<file path="config.mk">
export PLATFORM = sky130hd
export DESIGN_NAME = i2c_master_arbiter_flat
export DESIGN_NICKNAME = d
export VERILOG_FILES = /design/src/rtl/i2c_master_arbiter_if.sv /design/src/rtl/i2c_master_arbiter.sv /design/src/flat_wrapper.sv
export SDC_FILE = /design/constraint.sdc
export NUM_CORES = 1
export LEC_CHECK = 0
export ABC_CLOCK_PERIOD_IN_PS = 1650
export BUFFER_PORTS_ARGS = -buffer_cell sky130_fd_sc_hd__buf_4
export CAP_MARGIN = 10
export CORE_UTILIZATION = 42
export DETAILED_ROUTE_END_ITERATION = 8
export PLACE_DENSITY = 0.74
export SLEW_MARGIN = 10
export SYNTH_ARGS = -nofsm -noshare
export SYNTH_HDL_FRONTEND = slang
export SYNTH_SLANG_ARGS = --single-unit
</file>
<file path="constraint.sdc">
create_clock -name clk -period 1.65 [get_ports clk]
set_input_delay 0.0825 -clock clk [delete_from_list [all_inputs] [get_ports clk]]
set_output_delay 0.0825 -clock clk [all_outputs]
set_load 0.02 [all_outputs]
</file>
<file path="src/rtl/i2c_master_arbiter_if.sv">
// Bundle of requester-side and I2C-master-side signals around the arbiter.
// The slave modport is the arbiter's view; the master modport is the
// environment's view (requesters plus the I2C master engine).
interface i2c_master_arbiter_if #(
  parameter int N_REQ    = 4,
  parameter int ADDR_LEN = 7,
  parameter int DATA_LEN = 8
);
  // Requester side
  logic [N_REQ-1:0]            req;
  logic [N_REQ*ADDR_LEN-1:0]   req_addr;
  logic [N_REQ-1:0]            req_rw;
  logic [N_REQ*2*DATA_LEN-1:0] req_wdata;
  logic [N_REQ-1:0]            gnt;
  logic [N_REQ-1:0]            done;
  logic                        err;
  logic [2*DATA_LEN-1:0]       rdata;

  // I2C master side
  logic                        m_start;
  logic [ADDR_LEN-1:0]         m_addr;
  logic                        m_rw;
  logic [DATA_LEN-1:0]         m_data_1;
  logic [DATA_LEN-1:0]         m_data_2;
  logic                        m_free;
  logic                        m_ack_fail;
  logic [2*DATA_LEN-1:0]       m_rdata;

  modport slave (
    input  req, req_addr, req_rw, req_wdata, m_free, m_ack_fail, m_rdata,
    output gnt, done, err, rdata, m_start, m_addr, m_rw, m_data_1, m_data_2
  );

  modport master (
    output req, req_addr, req_rw, req_wdata, m_free, m_ack_fail, m_rdata,
    input  gnt, done, err, rdata, m_start, m_addr, m_rw, m_data_1, m_data_2
  );
endinterface

</file>
<file path="src/rtl/i2c_master_arbiter.sv">
// Round-robin arbiter sharing one I2C master between N_REQ requesters.
// Each granted transaction carries one address, an R/W bit and two data
// bytes; the arbiter launches the master, tracks busy/free with timeouts,
// collects NACKs and returns a one-cycle done pulse with an error flag.
module i2c_master_arbiter #(
  parameter int N_REQ    = 4,
  parameter int ADDR_LEN = 7,
  parameter int DATA_LEN = 8,
  parameter int BUSY_TO  = 15,
  parameter int XFER_TO  = 4095
) (
  input  logic                  clk,
  input  logic                  rst_n,
  i2c_master_arbiter_if.slave   bus
);

  localparam int IDX_W   = (N_REQ > 1) ? $clog2(N_REQ) : 1;
  localparam int CNT_TOP = (BUSY_TO > XFER_TO) ? BUSY_TO : XFER_TO;
  localparam int CNT_W   = ($clog2(CNT_TOP + 1) > 0) ? $clog2(CNT_TOP + 1) : 1;

  localparam logic [CNT_W-1:0] BUSY_LIM = CNT_W'(BUSY_TO);
  localparam logic [CNT_W-1:0] XFER_LIM = CNT_W'(XFER_TO);
  localparam logic [IDX_W-1:0] LAST_IDX = IDX_W'(N_REQ - 1);

  typedef enum logic [2:0] {
    IDLE,
    LAUNCH,
    WAIT_BUSY,
    WAIT_DONE,
    COMPLETE
  } state_t;

  state_t           state;
  logic [IDX_W-1:0] ptr;
  logic [IDX_W-1:0] win;
  logic [CNT_W-1:0] cnt;
  logic             nack;
  logic             tmo;

  logic [N_REQ-1:0] rot;
  logic [IDX_W-1:0] pick;
  logic             pick_hit;
  logic [CNT_W-1:0] cnt_inc;
  logic             in_wait;
  logic             nack_now;
  logic             to_hit;
  logic             finish;
  logic             err_now;

  // Round-robin pick: rotate requests so ptr sits at bit 0, take the first set bit.
  always_comb begin
    // NOTE: every variable written here gets a default first, so no path
    // leaves it unassigned and no latch is inferred.
    rot      = N_REQ'({bus.req, bus.req} >> ptr);
    pick     = ptr;
    pick_hit = 1'b0;
    for (int k = 0; k < N_REQ; k++) begin
      if (!pick_hit && rot[k]) begin
        pick_hit = 1'b1;
        pick     = IDX_W'((int'(ptr) + k) % N_REQ);
      end
    end
  end

  // Saturating counter increment, NACK accumulation and completion conditions.
  always_comb begin
    cnt_inc  = (cnt == '1) ? cnt : cnt + CNT_W'(1);
    in_wait  = (state == WAIT_BUSY) || (state == WAIT_DONE);
    nack_now = nack | (in_wait & bus.m_ack_fail);
    to_hit   = ((state == WAIT_BUSY) &&  bus.m_free && (cnt >= BUSY_LIM)) ||
               ((state == WAIT_DONE) && !bus.m_free && (cnt >= XFER_LIM));
    finish   = to_hit || ((state == WAIT_DONE) && bus.m_free);
    err_now  = nack_now | tmo | to_hit;
  end

  // Transaction FSM with registered grant, master-side and completion outputs.
  always_ff @(posedge clk or negedge rst_n) begin
    if (!rst_n) begin
      state        <= IDLE;
      ptr          <= '0;
      win          <= '0;
      cnt          <= '0;
      nack         <= 1'b0;
      tmo          <= 1'b0;
      bus.gnt      <= '0;
      bus.done     <= '0;
      bus.err      <= 1'b0;
      bus.rdata    <= '0;
      bus.m_start  <= 1'b0;
      bus.m_addr   <= '0;
      bus.m_rw     <= 1'b0;
      bus.m_data_1 <= '0;
      bus.m_data_2 <= '0;
    end else begin
      // NOTE: sequential state uses non-blocking assignments so every
      // register samples pre-edge values; the completion block below relies
      // on the last non-blocking write in this block taking effect.
      case (state)
        IDLE: begin
          if (pick_hit && bus.m_free) begin
            win          <= pick;
            bus.gnt      <= N_REQ'(1) << pick;
            bus.m_addr   <= bus.req_addr[pick*ADDR_LEN +: ADDR_LEN];
            bus.m_rw     <= bus.req_rw[pick];
            bus.m_data_1 <= bus.req_wdata[pick*2*DATA_LEN + DATA_LEN +: DATA_LEN];
            bus.m_data_2 <= bus.req_wdata[pick*2*DATA_LEN +: DATA_LEN];
            bus.m_start  <= 1'b1;
            nack         <= 1'b0;
            tmo          <= 1'b0;
            cnt          <= '0;
            state        <= LAUNCH;
          end
        end
        LAUNCH: begin
          bus.m_start <= 1'b0;
          cnt         <= '0;
          state       <= WAIT_BUSY;
        end
        WAIT_BUSY: begin
          nack <= nack_now;
          if (!bus.m_free) begin
            cnt   <= '0;
            state <= WAIT_DONE;
          end else begin
            cnt <= cnt_inc;
          end
        end
        WAIT_DONE: begin
          nack <= nack_now;
          cnt  <= cnt_inc;
        end
        COMPLETE: begin
          bus.gnt  <= '0;
          bus.done <= '0;
          bus.err  <= 1'b0;
          ptr      <= (win == LAST_IDX) ? '0 : win + IDX_W'(1);
          cnt      <= '0;
          state    <= IDLE;
        end
        default: state <= IDLE;
      endcase

      // Entry into COMPLETE from either wait state: completion outputs are
      // registered so they are valid for exactly the COMPLETE cycle.
      if (finish) begin
        state    <= COMPLETE;
        cnt      <= '0;
        tmo      <= tmo | to_hit;
        bus.done <= bus.gnt;
        bus.err  <= err_now;
        if (bus.m_rw && !err_now) begin
          bus.rdata <= bus.m_rdata;
        end
      end
    end
  end

endmodule

</file>
<file path="src/flat_wrapper.sv">
// flat-port wrapper written by rule: the top's interface ports become plain ports
module i2c_master_arbiter_flat 
#(
  parameter int N_REQ    = 4,
  parameter int ADDR_LEN = 7,
  parameter int DATA_LEN = 8,
  parameter int BUSY_TO  = 15,
  parameter int XFER_TO  = 4095
)
  (clk, rst_n, bus_req, bus_req_addr, bus_req_rw, bus_req_wdata, bus_m_free, bus_m_ack_fail, bus_m_rdata, bus_gnt, bus_done, bus_err, bus_rdata, bus_m_start, bus_m_addr, bus_m_rw, bus_m_data_1, bus_m_data_2);
  i2c_master_arbiter_if #(.N_REQ(N_REQ), .ADDR_LEN(ADDR_LEN), .DATA_LEN(DATA_LEN)) bus_i ();
  input  logic clk;
  input  logic rst_n;
  input wire logic [$bits(bus_i.req)-1:0] bus_req;
  input wire logic [$bits(bus_i.req_addr)-1:0] bus_req_addr;
  input wire logic [$bits(bus_i.req_rw)-1:0] bus_req_rw;
  input wire logic [$bits(bus_i.req_wdata)-1:0] bus_req_wdata;
  input wire logic [$bits(bus_i.m_free)-1:0] bus_m_free;
  input wire logic [$bits(bus_i.m_ack_fail)-1:0] bus_m_ack_fail;
  input wire logic [$bits(bus_i.m_rdata)-1:0] bus_m_rdata;
  output wire logic [$bits(bus_i.gnt)-1:0] bus_gnt;
  output wire logic [$bits(bus_i.done)-1:0] bus_done;
  output wire logic [$bits(bus_i.err)-1:0] bus_err;
  output wire logic [$bits(bus_i.rdata)-1:0] bus_rdata;
  output wire logic [$bits(bus_i.m_start)-1:0] bus_m_start;
  output wire logic [$bits(bus_i.m_addr)-1:0] bus_m_addr;
  output wire logic [$bits(bus_i.m_rw)-1:0] bus_m_rw;
  output wire logic [$bits(bus_i.m_data_1)-1:0] bus_m_data_1;
  output wire logic [$bits(bus_i.m_data_2)-1:0] bus_m_data_2;
  assign bus_i.req = bus_req;
  assign bus_i.req_addr = bus_req_addr;
  assign bus_i.req_rw = bus_req_rw;
  assign bus_i.req_wdata = bus_req_wdata;
  assign bus_i.m_free = bus_m_free;
  assign bus_i.m_ack_fail = bus_m_ack_fail;
  assign bus_i.m_rdata = bus_m_rdata;
  assign bus_gnt = bus_i.gnt;
  assign bus_done = bus_i.done;
  assign bus_err = bus_i.err;
  assign bus_rdata = bus_i.rdata;
  assign bus_m_start = bus_i.m_start;
  assign bus_m_addr = bus_i.m_addr;
  assign bus_m_rw = bus_i.m_rw;
  assign bus_m_data_1 = bus_i.m_data_1;
  assign bus_m_data_2 = bus_i.m_data_2;
  i2c_master_arbiter #(.N_REQ(N_REQ), .ADDR_LEN(ADDR_LEN), .DATA_LEN(DATA_LEN), .BUSY_TO(BUSY_TO), .XFER_TO(XFER_TO)) u_core (.clk(clk), .rst_n(rst_n), .bus(bus_i));
endmodule
</file>
-- Word-level counts from Yosys, hierarchy flattened
Cells that the tools add are included.
- bits in registers: 71
- latch bits: 0
- RAM bits: 0
- ROM bits: 0
- input bits: 120
- output and inout bits: 50
- logic and storage cells: 112
- memories kept: 0
- add/subtract/negate cells: 6
- multipliers: 1
- divide/modulo/power cells: 0
- order comparisons: 3
- equal/unequal tests: 10
- shift operators: 5
- multiplexer cells: 31
- bitwise operators: 5
- reduce and logical (&&, ||, !) cells: 36
- operators by type and width (cell ; number):
    $shiftx A64 B33 Y8 ; 1
    $shiftx A64 B7 Y8 ; 1
    $mux W12 ; 4
    $pmux W12 S4 ; 1
    $shiftx A28 B6 Y7 ; 1
    $reduce_and A2 Y1 ; 7
    $add A12 B1 Y12 const B ; 1
    $eq A12 B12 Y1 const B ; 1
    $ge A12 B12 Y1 const B ; 1
    $ge A12 B4 Y1 const B ; 1
    $mux W4 ; 3
    $pmux W3 S4 ; 1
    $reduce_bool A2 Y1 ; 6
    $mux W1 ; 11
    $logic_and A1 B1 Y1 ; 10
    $mux W3 ; 3
    $mux W2 ; 4
    $pmux W4 S2 ; 1
    $shr A8 B2 Y4 ; 1
    $add A6 B4 Y7 const B ; 1
    $eq A3 B2 Y1 const B ; 2
    $logic_not A1 Y1 ; 5
    $mul A2 B3 Y5 const B ; 1
    $reduce_bool A5 Y1 ; 1
    other kinds (18) ; 28

-- Longest topological paths before layout
Gate-level depths: netlist of the first run.
- depth after elaboration: 15
- gate-level depth with buffers: 8
- gate-level depth less buffers: 6

-- Worst setup path after synthesis of the first run
Ideal clock, no wire load.
- path kind: register to register
- from: register u_core.cnt[0]
- to: register u_core.cnt[9]
- library setup time: 0.119 ns
- arrival time: 1.635 ns
- required time: 1.531 ns
- slack: -0.104 ns
- cell stages (with the launch flop): 8
- buffers on the path: 1
- period minus slack after synthesis: 1.754 ns
- cells stage by stage: dfrtp_1 > ha_1 > nand3_4 > nor4_4 > o31ai_2 > buf_4 > a31oi_1 > nor2_1
- cells in the longest elaborated chain, start to end: 6
- elaborated cells on any way between the ends: 15
- classes of those cells: add/sub (1); order compare (2); eq/ne (2); mux (4); reduce/logical (6)
- ends and longest elaborated chain (item ; line ; source):
    start, declared ; i2c_master_arbiter.sv:36 ; logic [CNT_W-1:0] cnt;
    start signal, assigned ; i2c_master_arbiter.sv:125 ; cnt <= cnt_inc;
    start signal, assigned ; i2c_master_arbiter.sv:130 ; cnt <= cnt_inc;
    parallel branches: the longest is 6 deep, another holds $add A12 B1 Y12 ; - ;
Parallel ways; which one is timed is not known.
A chain may end at the register's enable or synchronous reset.

-- Worst setup path after layout of the first run
- from: register u_core.cnt[11]
- to: register u_core.bus.done[0]
- cells in the longest elaborated chain, start to end: 5
- elaborated cells on any way between the ends: 8
- classes of those cells: order compare (2); mux (1); reduce/logical (5)
- ends and longest elaborated chain (item ; line ; source):
    $ge A12 B4 Y1 / $ge A12 B12 Y1 (equally long branches) ; i2c_master_arbiter.sv:70, i2c_master_arbiter.sv:71 ;
    $logic_and A1 B1 Y1, on equally long branches ; i2c_master_arbiter.sv:70, i2c_master_arbiter.sv:71 ;
    $logic_or A1 B1 Y1 * ; i2c_master_arbiter.sv:70 ; to_hit = ((state == WAIT_BUSY) && bus.m_free && (cnt >= BUSY_LIM)) ||
    $logic_or A1 B1 Y1 * ; i2c_master_arbiter.sv:72 ; finish = to_hit || ((state == WAIT_DONE) && bus.m_free);
    $mux W4 / $reduce_bool A2 Y1 (equally long branches) ; - ;
    end signal, assigned ; i2c_master_arbiter.sv:149 ; bus.done <= bus.gnt;
    end, declared ; i2c_master_arbiter_if.sv:31 ; output gnt, done, err, rdata, m_start, m_addr, m_rw, m_data_1, m_data_2
Every way passes the cells marked *; elsewhere a longest branch is shown, timed or not.

==> out/qor.yml, run 1 <==
outcome: "finished, violations left"
violations: "negative setup slack"
overflow: 0
power_uw: 9945
ys_seq_elements: 71
num_vias: 4102
avgViaCountPerCell: 5.566
internal_power_uw: 5703
p_sw_uw: 4242
syn_inst: 374
yosys-mux-area-fraction: 0.1119
grt_pass1_vias: 4120
grt_pass1_wl_mm: 19.81
synth-edff-count: 0
p_leak_uw: 0.003174
hold_path.class: "in -> reg"
ant_nets: 0
drt_iter0_drc: 132
skew_ps: 8.342
fmax_mhz: 569.8
syn_avg_cell_area_um2: 10.80
wl_per_cell_um: 18.55
dieArea_um2: 10010
syn2layout_area_growth_pct: 67.52
die_h_um: 100.0
core_um2: 9284
ios: 170
drv_cap: 0
fin_crit_ps: 1755
syn-cell-area_um2: 4038
yosysWarningCount: 0
start_kind: "register"
finalSetupViolations: 52
drive_gt1_frac: 0.5724
clkPwrFrac: 0.129
cp-end-kind: "register"
syn_nets: 496
n_fill_cell: 651
worst_slew_pin_slew_ps: 592.0
initial_core_util: 0.4349
synth_xor_area_frac: 0.006508
crit_arrival_ps: 2030
ys_seq_area_frac: 0.4400
rsz0062_at_grt: "true"
nNetsFinal: 725
port-buffer-count: 169
fp-row-count: 35
synth_top_family_by_area: "compound AO/OA/AOI/OAI gates"
die_w_um: 100.0
design_area_um2: 6764
yosysUniqueCellTypes: 60
synthAdderAreaFrac: 0.006198
path_clk_slew_ps: 80
detail_route.first_pass.iterations: 4
dp.cells: 688
track_usage: 0.2561
r2r.worst_path.cells: 6
combPwrFrac: 0.572
clkSinkCount: 71
finalCritPeriodShare: 1.064
power_frac_seq: 0.299
insertion_delay_ps: 360
synth-simple-area-share: 0.1847
p_per_area_nw_per_um2: 1470
place_area_um2: 5801
maxSlewHeadroom: 0.6039
hold_viol_final: 0
switching_share: 0.4266
drt-total-wl_mm: 13.67
antenna_found_initial: 0
ys.flop_type: "dfrtp_1"
cts-buffers-inserted: 9
cp_max_fo: 11
cp.required_ps: 1930
instances_no_fill: 737
slew_violations: 0
hpwlAfterDp_mm: 8.553
timing.final.ws_setup_ps: -105.1
synth-compound-area-share: 0.2073
cts.path.max_buffers: 2
htreeDepth: 3
peakVddDrop_uv: 694.2
drcViolationCount: 0
gp_congestion: 0.8359
grt_start_max_net_pins: 72
path_class: "reg -> reg"
num_antenna_cells: 0
cts_root_buffer: "clkbuf_8"
holdPathStages: 3
ys_async_sr_fraction: 1.000
cts_tree: "built"
-- cells in the mapped netlist (8+ instances only) --
cell type / number / area share
and3_1: 26 / 0.040
nand2_1: 20 / 0.019
dfrtp_1: 71 / 0.44
o21ai_0: 8 / 0.0099
a211oi_2: 19 / 0.059
mux2_2: 17 / 0.047
nor2_1: 34 / 0.032
buf_2: 10 / 0.012
a21oi_1: 8 / 0.0099
nand3_1: 12 / 0.015
a221oi_1: 23 / 0.050
mux2i_1: 26 / 0.064
-- final cells by class --
| class | instances | area (µm²) | area share |
|---|---|---|---|
| timing repair buffer | 245 | 2092 | 0.3093 |
| clock buffer | 10 | 137.6 | 0.02035 |
| inverter | 4 | 15.01 | 0.002220 |
| tap | 129 | 161.4 | 0.02386 |
| multi-input combinational | 272 | 2540 | 0.3755 |
| clock inverter | 6 | 36.28 | 0.005364 |
| sequential | 71 | 1782 | 0.2634 |
-- logic make-up after synthesis --
family                     count (synthesis)
AOI/OAI and AO/OA                         96
buffers and inverters                     31
muxes                                     43
and+or+nand+nor                          128
xor gates and xnor gates                   3
adders and majority gates                  2
DFF                                       71
-- metal layers --
layer  vias up  share of wire  global-route usage
li1       1891              -                   -
met1      2013           0.38              0.2970
met4         0          0.031              0.1059
met3        32          0.060             0.06616
met5         -              0                   0
met2       166           0.52              0.4504
-- state kept, by name, indices dropped and copies added, names as in the netlist, 2 cells and up --
register and flops:
u_core.bus.done 4, u_core.bus.gnt 4, u_core.bus.m_addr 7, u_core.bus.m_data_1 8, u_core.bus.m_data_2 8, u_core.bus.rdata 16, u_core.cnt 12, u_core.ptr 2
u_core.state 3, u_core.win 2
-- worst max-delay path: stages, from the launching register on --
cell	delay [ps]
dfrtp_1	480
nand3_1	230
o41a_1	540
o21bai_4	170
buf_12	140
nand2_1	50
o21ai_1	70
-- worst paths after layout --
path                                     start            endpoint  slack, ps
worst max-delay path            u_core.cnt[11]  u_core.bus.done[0]       -110
worst min-delay path            bus_m_ack_fail         u_core.nack         40
worst max register to register  u_core.cnt[11]  u_core.bus.done[0]       -110
worst min register to register   u_core.win[1]       u_core.win[1]        490
max in group asynchronous                rst_n     u_core.state[2]       1060
min in group asynchronous                rst_n       u_core.cnt[6]        270
-- placed cells by master, fill, tap and decap left out, drive strengths merged, types with 15 or more instances in the layout --
master       count
buf            227
and3            26
nand3           15
mux2            17
mux2i           26
a211oi          24
nor2            36
dfrtp           71
nand2           21
a221oi          24
dlygate4sd3     17
-- power by group through the flow --
stage          clock network (µW)  logic, µW  registers [µW]
2_1_floorplan                   0       2260            3550
3_3_place_gp                    0       4790            2950
3_5_place_dp                    0       4880            2960
4_1_cts                      1290       5320            2940
5_1_grt                      1380       6040            3050
6_report                     1280       5690            2980
-- repair_timing --
action | 4_1_cts | 5_1_grt
hold endpoints to repair | 87 | 0
hold buffers | 17 | 0
resized for setup | 42 | 34
pin swaps | 17 | 15
buffers inserted | 10 | 5
setup endpoints to repair | 37 | 65
gates cloned | 1 | 1
-- through the flow --
step,TNS (ps),setup slack [ps],hold WS [ps],util
floorplan,-720.1,-46.06,-213.1,-
CTS,-592.1,-68.64,15.47,0.7000
detailed placement,-986.4,-94.22,129.0,0.6248
global placement,-161.5,-51.15,123.2,0.6248
global route,-5795,-170.6,56.70,0.7286
finish,-1713,-105.1,42.12,0.7286
Note: power is estimated with default switching activity, not from simulation.
==> inputs of run 2 (changes only) <==
--- a/config.mk
+++ b/config.mk
@@ -8,8 +8,11 @@
 export ABC_CLOCK_PERIOD_IN_PS = 1650
 export BUFFER_PORTS_ARGS = -buffer_cell sky130_fd_sc_hd__buf_4
 export CAP_MARGIN = 10
+export CORE_MARGIN = 1
 export CORE_UTILIZATION = 42
+export CTS_BUF_LIST = sky130_fd_sc_hd__clkbuf_8
 export DETAILED_ROUTE_END_ITERATION = 8
+export MAX_ROUTING_LAYER = met4
 export PLACE_DENSITY = 0.74
 export SLEW_MARGIN = 10
 export SYNTH_ARGS = -nofsm -noshare
==> run 2 against run 1 <==
Sequential power about the same; cell area up 0.13%; the run still ends with negative setup slack left; combinational power about the same; routed wire length down 1.3%; clock power about the same; critical endpoint is now u_core.cnt[5]; critical path depth up 1; setup slack better by 22 ps; non-clock buffer count up 1; fmax up 1.2%; flip-flop and latch count unchanged; clock-buffer cell count unchanged; largest power group unchanged.
==> out/qor.yml, run 2 (synthesis gave the netlist of run 1 again) <==
outcome: "finished, violations left"  # unchanged
violations: "negative setup slack"  # unchanged
met1_usage: 0.3037  # was 0.2970
power_uw: 9912  # was 9945 µW
avgViaCountPerCell: 5.538  # was 5.566
cp.required_ps: 1890  # was 1930 ps
power_frac_seq: 0.299  # about the same
grt_pass1_vias: 4120  # unchanged
num_antenna_cells: 0  # unchanged
met2_usage: 0.4504  # unchanged
start_kind: "register"  # unchanged
combPwrFrac: 0.573  # was 0.572
internal_power_uw: 5709  # was 5703 µW
nNetsFinal: 726  # was 725
syn2layout_area_growth_pct: 67.74  # was 67.52%
drt_iter0_drc: 134  # was 132
p_sw_uw: 4203  # was 4242 µW
cp_max_fo: 3  # was 11
drive_gt1_frac: 0.5764  # was 0.5724
drt-total-wl_mm: 13.50  # was 13.67 mm
largest_reg_flops: 16  # unchanged
design_area_um2: 6773  # was 6764 µm²
die_w_um: 100.0  # unchanged
switching_share: 0.4241  # was 0.4266
crit_chain: "ha_4 -> nand3_4 -> nor4_4 -> buf_4 -> nor3b_2 -> xor2_1 -> a22o_1"  # was nand3_1 -> o41a_1 -> o21bai_4 -> buf_12 -> nand2_1 -> o21ai_1
worst_slew_pin_slew_ps: 597.6  # was 592.0 ps
drv_cap: 0  # unchanged
peakVddDrop_uv: 693.7  # was 694.2 µV
cp_num_buf_inv: 1  # unchanged
detail_route.first_pass.iterations: 4  # unchanged
grt_pass1_wl_mm: 19.82  # was 19.81 mm
layout_common_cells: "buf_4, dfrtp_1, nor2_1, mux2i_1, and3_1"  # unchanged
cts_root_buffer: "clkbuf_8"  # unchanged
clkSinkCount: 71  # unchanged
cp_top_family: "simple AND/OR/NAND/NOR gates"  # was compound AO/OA/AOI/OAI gates
cts-buffers-inserted: 9  # unchanged
fin_crit_ps: 1734  # was 1755 ps
insertion_delay_ps: 350  # was 360 ps
hold_path.class: "in -> reg"  # unchanged
p_leak_uw: 0.003179  # was 0.003174 µW
slowest_delay_ps: 410  # was 540 ps
die_h_um: 100.0  # unchanged
fp-row-count: 35  # unchanged
p_per_area_nw_per_um2: 1463  # was 1470 nW/µm²
maxSlewHeadroom: 0.6002  # was 0.6039
skew_ps: 10.55  # was 8.342 ps
wl_per_cell_um: 18.30  # was 18.55 µm
crit_arrival_ps: 1970  # was 2030 ps
holdPathStages: 3  # unchanged
grtUsageMet3: 0.05223  # was 0.06616
htreeDepth: 3  # unchanged
num_vias: 4087  # was 4,102
antenna_found_initial: 0  # unchanged
hold_viol_final: 0  # unchanged
hpwlAfterDp_mm: 8.553  # unchanged
port-buffer-count: 169  # unchanged
cp_num_cells: 7  # was 6
fmax_mhz: 576.9  # was 569.8 MHz
path_class: "reg -> reg"  # unchanged
initial_core_util: 0.4349  # unchanged
timing.final.ws_setup_ps: -83.51  # was -105.1 ps
cts_tree: "built"  # unchanged
grt_start_max_net_pins: 72  # unchanged
dieArea_um2: 10010  # unchanged
drcViolationCount: 0  # unchanged
busiest_layer: "met2"  # unchanged
gp_congestion: 0.8488  # was 0.8359
track_usage: 0.2636  # was 0.2561
top_regs: "u_core.bus.rdata (16), u_core.cnt (12)"  # unchanged
cts.path.max_buffers: 2  # unchanged
clkPwrFrac: 0.128  # was 0.129
overflow: 0  # unchanged
slew_violations: 0  # unchanged
finalCritPeriodShare: 1.051  # was 1.064
ios: 170  # unchanged
path_clk_slew_ps: 80  # about the same
slowest_stage: "dfrtp_1"  # was o41a_1
place_area_um2: 5801  # unchanged
r2r.worst_path.cells: 7  # was 6
ant_nets: 0  # unchanged
mostFrequentLayoutCell: "buf_4"  # unchanged
regMostFlops: "u_core.bus.rdata"  # unchanged
finalSetupViolations: 39  # was 52
rsz0062_at_grt: "true"  # unchanged
core_um2: 9284  # unchanged
cp-end-kind: "register"  # unchanged
## run 2: cell count changes in the layout (fill, tap and decap cells not counted)
cell     delta
nor2_2      +2
a41oi_1     -1
a41oi_2     +1
buf_6       +1
nand3_2     +1
nand3_4     -1
nor2_1      -1
nor2_4      -1
## run 2: power by group through the flow
stage | clock (µW) | sequential (µW) | combinational (µW)
2_1_floorplan | 0 | 3550 | 2260
3_3_place_gp | 0 | 2950 | 4790
3_5_place_dp | 0 | 2960 | 4880
4_1_cts | 1290 | 2940 | 5320
5_1_grt | 1380 | 3040 | 6040
6_report | 1270 | 2960 | 5680
## run 2: worst paths after layout
path | to | slack, ps | from
min | u_core.nack | 40 | bus_m_ack_fail
min reg2reg | u_core.win[1] | 490 | u_core.win[1]
min in group asynchronous | u_core.cnt[6] | 280 | rst_n
max in group asynchronous | u_core.state[0] | 1050 | rst_n
max | u_core.cnt[5] | -80 | u_core.cnt[0]
max reg2reg | u_core.cnt[5] | -80 | u_core.cnt[0]
## run 2: through the flow
step | std cells | setup TNS (ps) | util | setup WS, ps | hold slack (ps)
finish | 738 | -1273 | 0.7295 | -83.51 | 40.00
global route | 738 | -4957 | 0.7295 | -149.7 | 60.47
CTS | 732 | -592.1 | 0.7000 | -68.64 | 15.47
detailed placement | 688 | -986.4 | 0.6248 | -94.22 | 129.0
global placement | 688 | -161.5 | 0.6248 | -51.15 | 123.2
floorplan | 374 | -720.1 | - | -46.06 | -213.1
## run 2: final cells by class
class	instances	area [µm²]
clock buffer	10	137.6
clock inverter	6	36.28
fill	643	2511
inverter	4	15.01
multi-input combinational	272	2537
sequential	71	1782
tap	129	161.4
timing repair buffer	246	2103
## run 2: what timing repair did
action | in CTS | in global routing
gates cloned | 1 | 1
hold buffers | 17 | 0
setup endpoints to repair | 37 | 65
resized for setup | 42 | 35
hold endpoints to repair | 87 | 0
pin swaps | 17 | 15
setup buffers | 10 | 5
## run 2: layer usage
| metal | routed length (µm) | part of all wire |
|---|---|---|
| met1 | 5382 | 0.40 |
| met3 | 706 | 0.052 |
| met5 | 0 | 0 |
| met2 | 7075 | 0.52 |
| met4 | 337 | 0.025 |
## run 2: tightest hold or removal path, stage by stage
cell	delay, ps
buf_4	90
a31oi_1	100
nor2_1	80
==> inputs of run 3 (changes only) <==
--- a/config.mk
+++ b/config.mk
@@ -18,3 +18,4 @@
 export SYNTH_ARGS = -nofsm -noshare
 export SYNTH_HDL_FRONTEND = slang
 export SYNTH_SLANG_ARGS = --single-unit
+export TNS_END_PERCENT = 5
==> run 3 against run 2 <==
The flow still finishes with violations (negative setup slack); first-iteration DRC count is 16% higher; power increased by 4.7%; core utilization fell by 0.90 points; register-to-register slack about the same; worst hold slack better by 14 ps; final cell count stayed put; via count decreased by 0.59%; sequential power about the same; sequential share of layout area rose by 0.39 points.
==> out/qor.yml, run 3 (synthesis gave the netlist of run 1 again) <==
timing.final.ws_setup_ps: -96.05  # was -83.51 ps
cts.path.max_buffers: 2  # unchanged
num_vias: 4063  # was 4,087
finalSetupViolations: 43  # was 39
p_per_area_nw_per_um2: 1551  # was 1463 nW/µm²
grt_pass1_wl_mm: 20.22  # was 19.82 mm
cp_top_family: "compound AO/OA/AOI/OAI gates"  # was simple AND/OR/NAND/NOR gates
design_area_um2: 6689  # was 6773 µm²
crit_end: "u_core.bus.m_data_1[7]"  # was u_core.cnt[5]
r2r-end: "u_core.bus.m_data_1[7]"  # was u_core.cnt[5]
n_fill_cell: 679  # was 643
top_regs: "u_core.bus.rdata (16), u_core.cnt (12)"  # unchanged
core_um2: 9284  # unchanged
cts-buffers-inserted: 9  # unchanged
cp.required_ps: 1880  # was 1890 ps
fp-row-count: 35  # unchanged
outcome: "finished, violations left"  # unchanged
crit_chain: "nor2b_1 -> a2bb2oi_2 -> o21ai_4 -> buf_12 -> mux2i_1 -> a211oi_2"  # was ha_4 -> nand3_4 -> nor4_4 -> buf_4 -> nor3b_2 -> xor2_1 -> a22o_1
rsz0062_at_grt: "true"  # unchanged
gp_congestion: 0.8872  # was 0.8488
peakVddDrop_uv: 845.8  # was 693.7 µV
drv_cap: 0  # unchanged
slowest_stage: "dfrtp_1"  # unchanged
nNetsFinal: 726  # unchanged
ff2ff_setup_slack_ps: -100  # was -80 ps
grt_pass1_vias: 4058  # was 4,120
cp_num_buf_inv: 1  # unchanged
cts_root_buffer: "clkbuf_8"  # unchanged
wl_per_cell_um: 18.28  # was 18.30 µm
num_antenna_cells: 0  # unchanged
worst_slew_pin_slew_ps: 418.5  # was 597.6 ps
drcViolationCount: 0  # unchanged
antenna_found_initial: 0  # unchanged
cp_num_cells: 6  # was 7
p_leak_uw: 0.003156  # was 0.003179 µW
r2r.worst_path.cells: 6  # was 7
cts_tree: "built"  # unchanged
critPathLaunch: "u_core.ptr[0]"  # was u_core.cnt[0]
mostFrequentLayoutCell: "buf_4"  # unchanged
violations: "negative setup slack"  # unchanged
layout_common_cells: "buf_4, dfrtp_1, nor2_1, and3_1, a221oi_2"  # was buf_4, dfrtp_1, nor2_1, mux2i_1, and3_1
place_area_um2: 5836  # was 5801 µm²
finalCritPeriodShare: 1.058  # was 1.051
dp_slack_ps: -158.2  # was -94.22 ps
fmax_mhz: 572.7  # was 576.9 MHz
crit_arrival_ps: 1980  # was 1970 ps
slowest_delay_ps: 400  # was 410 ps
start_kind: "register"  # unchanged
r2r-start: "u_core.ptr[0]"  # was u_core.cnt[0]
dieArea_um2: 10010  # unchanged
die_w_um: 100.0  # unchanged
ios: 170  # unchanged
hold_viol_final: 0  # unchanged
maxSlewHeadroom: 0.7189  # was 0.6002
avgViaCountPerCell: 5.505  # was 5.538
skew_ps: 15.12  # was 10.55 ps
largest_reg_flops: 16  # unchanged
port-buffer-count: 169  # unchanged
overflow: 0  # unchanged
die_h_um: 100.0  # unchanged
track_usage: 0.2673  # was 0.2636
drive_gt1_frac: 0.5780  # was 0.5764
slew_violations: 0  # unchanged
htreeDepth: 3  # unchanged
cp_max_fo: 15  # was 3
insertion_delay_ps: 360  # was 350 ps
path_clk_slew_ps: 80  # about the same
initial_core_util: 0.4349  # unchanged
ant_nets: 0  # unchanged
hold_path.class: "in -> reg"  # unchanged
drt-total-wl_mm: 13.49  # was 13.50 mm
grt_start_max_net_pins: 72  # unchanged
path_class: "reg -> reg"  # unchanged
detail_route.first_pass.iterations: 5  # was 4
hpwlAfterDp_mm: 9.229  # was 8.553 mm
regMostFlops: "u_core.bus.rdata"  # unchanged
syn2layout_area_growth_pct: 65.66  # was 67.74%
cp-end-kind: "register"  # unchanged
clkSinkCount: 71  # unchanged
drt_iter0_drc: 156  # was 134
fin_crit_ps: 1746  # was 1734 ps
## run 3: cell types whose count changed in the layout (fill, tap and decap cells not counted), sizes merged
cell	delta
clkinv	-5
bufinv	+3
inv	+2
## run 3: layout make-up
class                   instances  area, µm²  area share
clock buffers                  10      137.6     0.02058
flip-flops and latches         71       1785      0.2669
inverters                       4      15.01    0.002245
multi-input cells             272       2404      0.3593
clock inverters                 6      115.1     0.01721
repair buffers                246       2071      0.3096
well taps                     129      161.4     0.02413
## run 3: worst min-delay path by stage
stage | from | endpoint | slack, ps | cells past startpoint
after global routing | bus_req_wdata[14] | u_core.bus.m_data_1[6] | 70 | 3
after global placement | rst_n | u_core.cnt[9] | 130 | 2
after floorplan | rst_n | u_core.bus.done[0] | -210 | 0
final | bus_req_wdata[14] | u_core.bus.m_data_1[6] | 50 | 3
after detailed placement | rst_n | u_core.cnt[9] | 130 | 2
after CTS | bus_m_ack_fail | u_core.nack | 30 | 3
## run 3: worst min-delay path: stages
cell and delay [ps]:
buf_4 90, a221oi_2 60, a211oi_2 140
## run 3: per-stage QoR
stage,hold WS (ps),total power (µW),std cells,util,TNS (ps)
after floorplan,-213.1,5759,374,-,-1351
after global placement,129.4,7859,697,0.6286,-840.7
after detailed placement,129.0,8012,697,0.6286,-2438
after CTS,29.57,10020,731,0.6919,-1413
after global routing,66.78,10920,738,0.7205,-4432
final,54.35,10380,738,0.7205,-1926
## run 3: report_power, final
group          internal, µW  switching, µW  total (µW)
sequential             2430            540        2980
combinational          2730           2890        5620
clock                  1060            728        1780
## run 3: repair_timing
item,4_1_cts,5_1_grt
pin swaps,12,12
hold endpoints to repair,87,0
hold buffers,17,0
gates cloned,0,1
buffers inserted,1,6
setup endpoints to repair,35,63
gates resized for setup,26,42
## run 3: routing by layer
metal  part of all wire  track usage
met1               0.41       0.3165
met2               0.52       0.4552
met3              0.047      0.04109
met4              0.025       0.1126
met5                  0            -
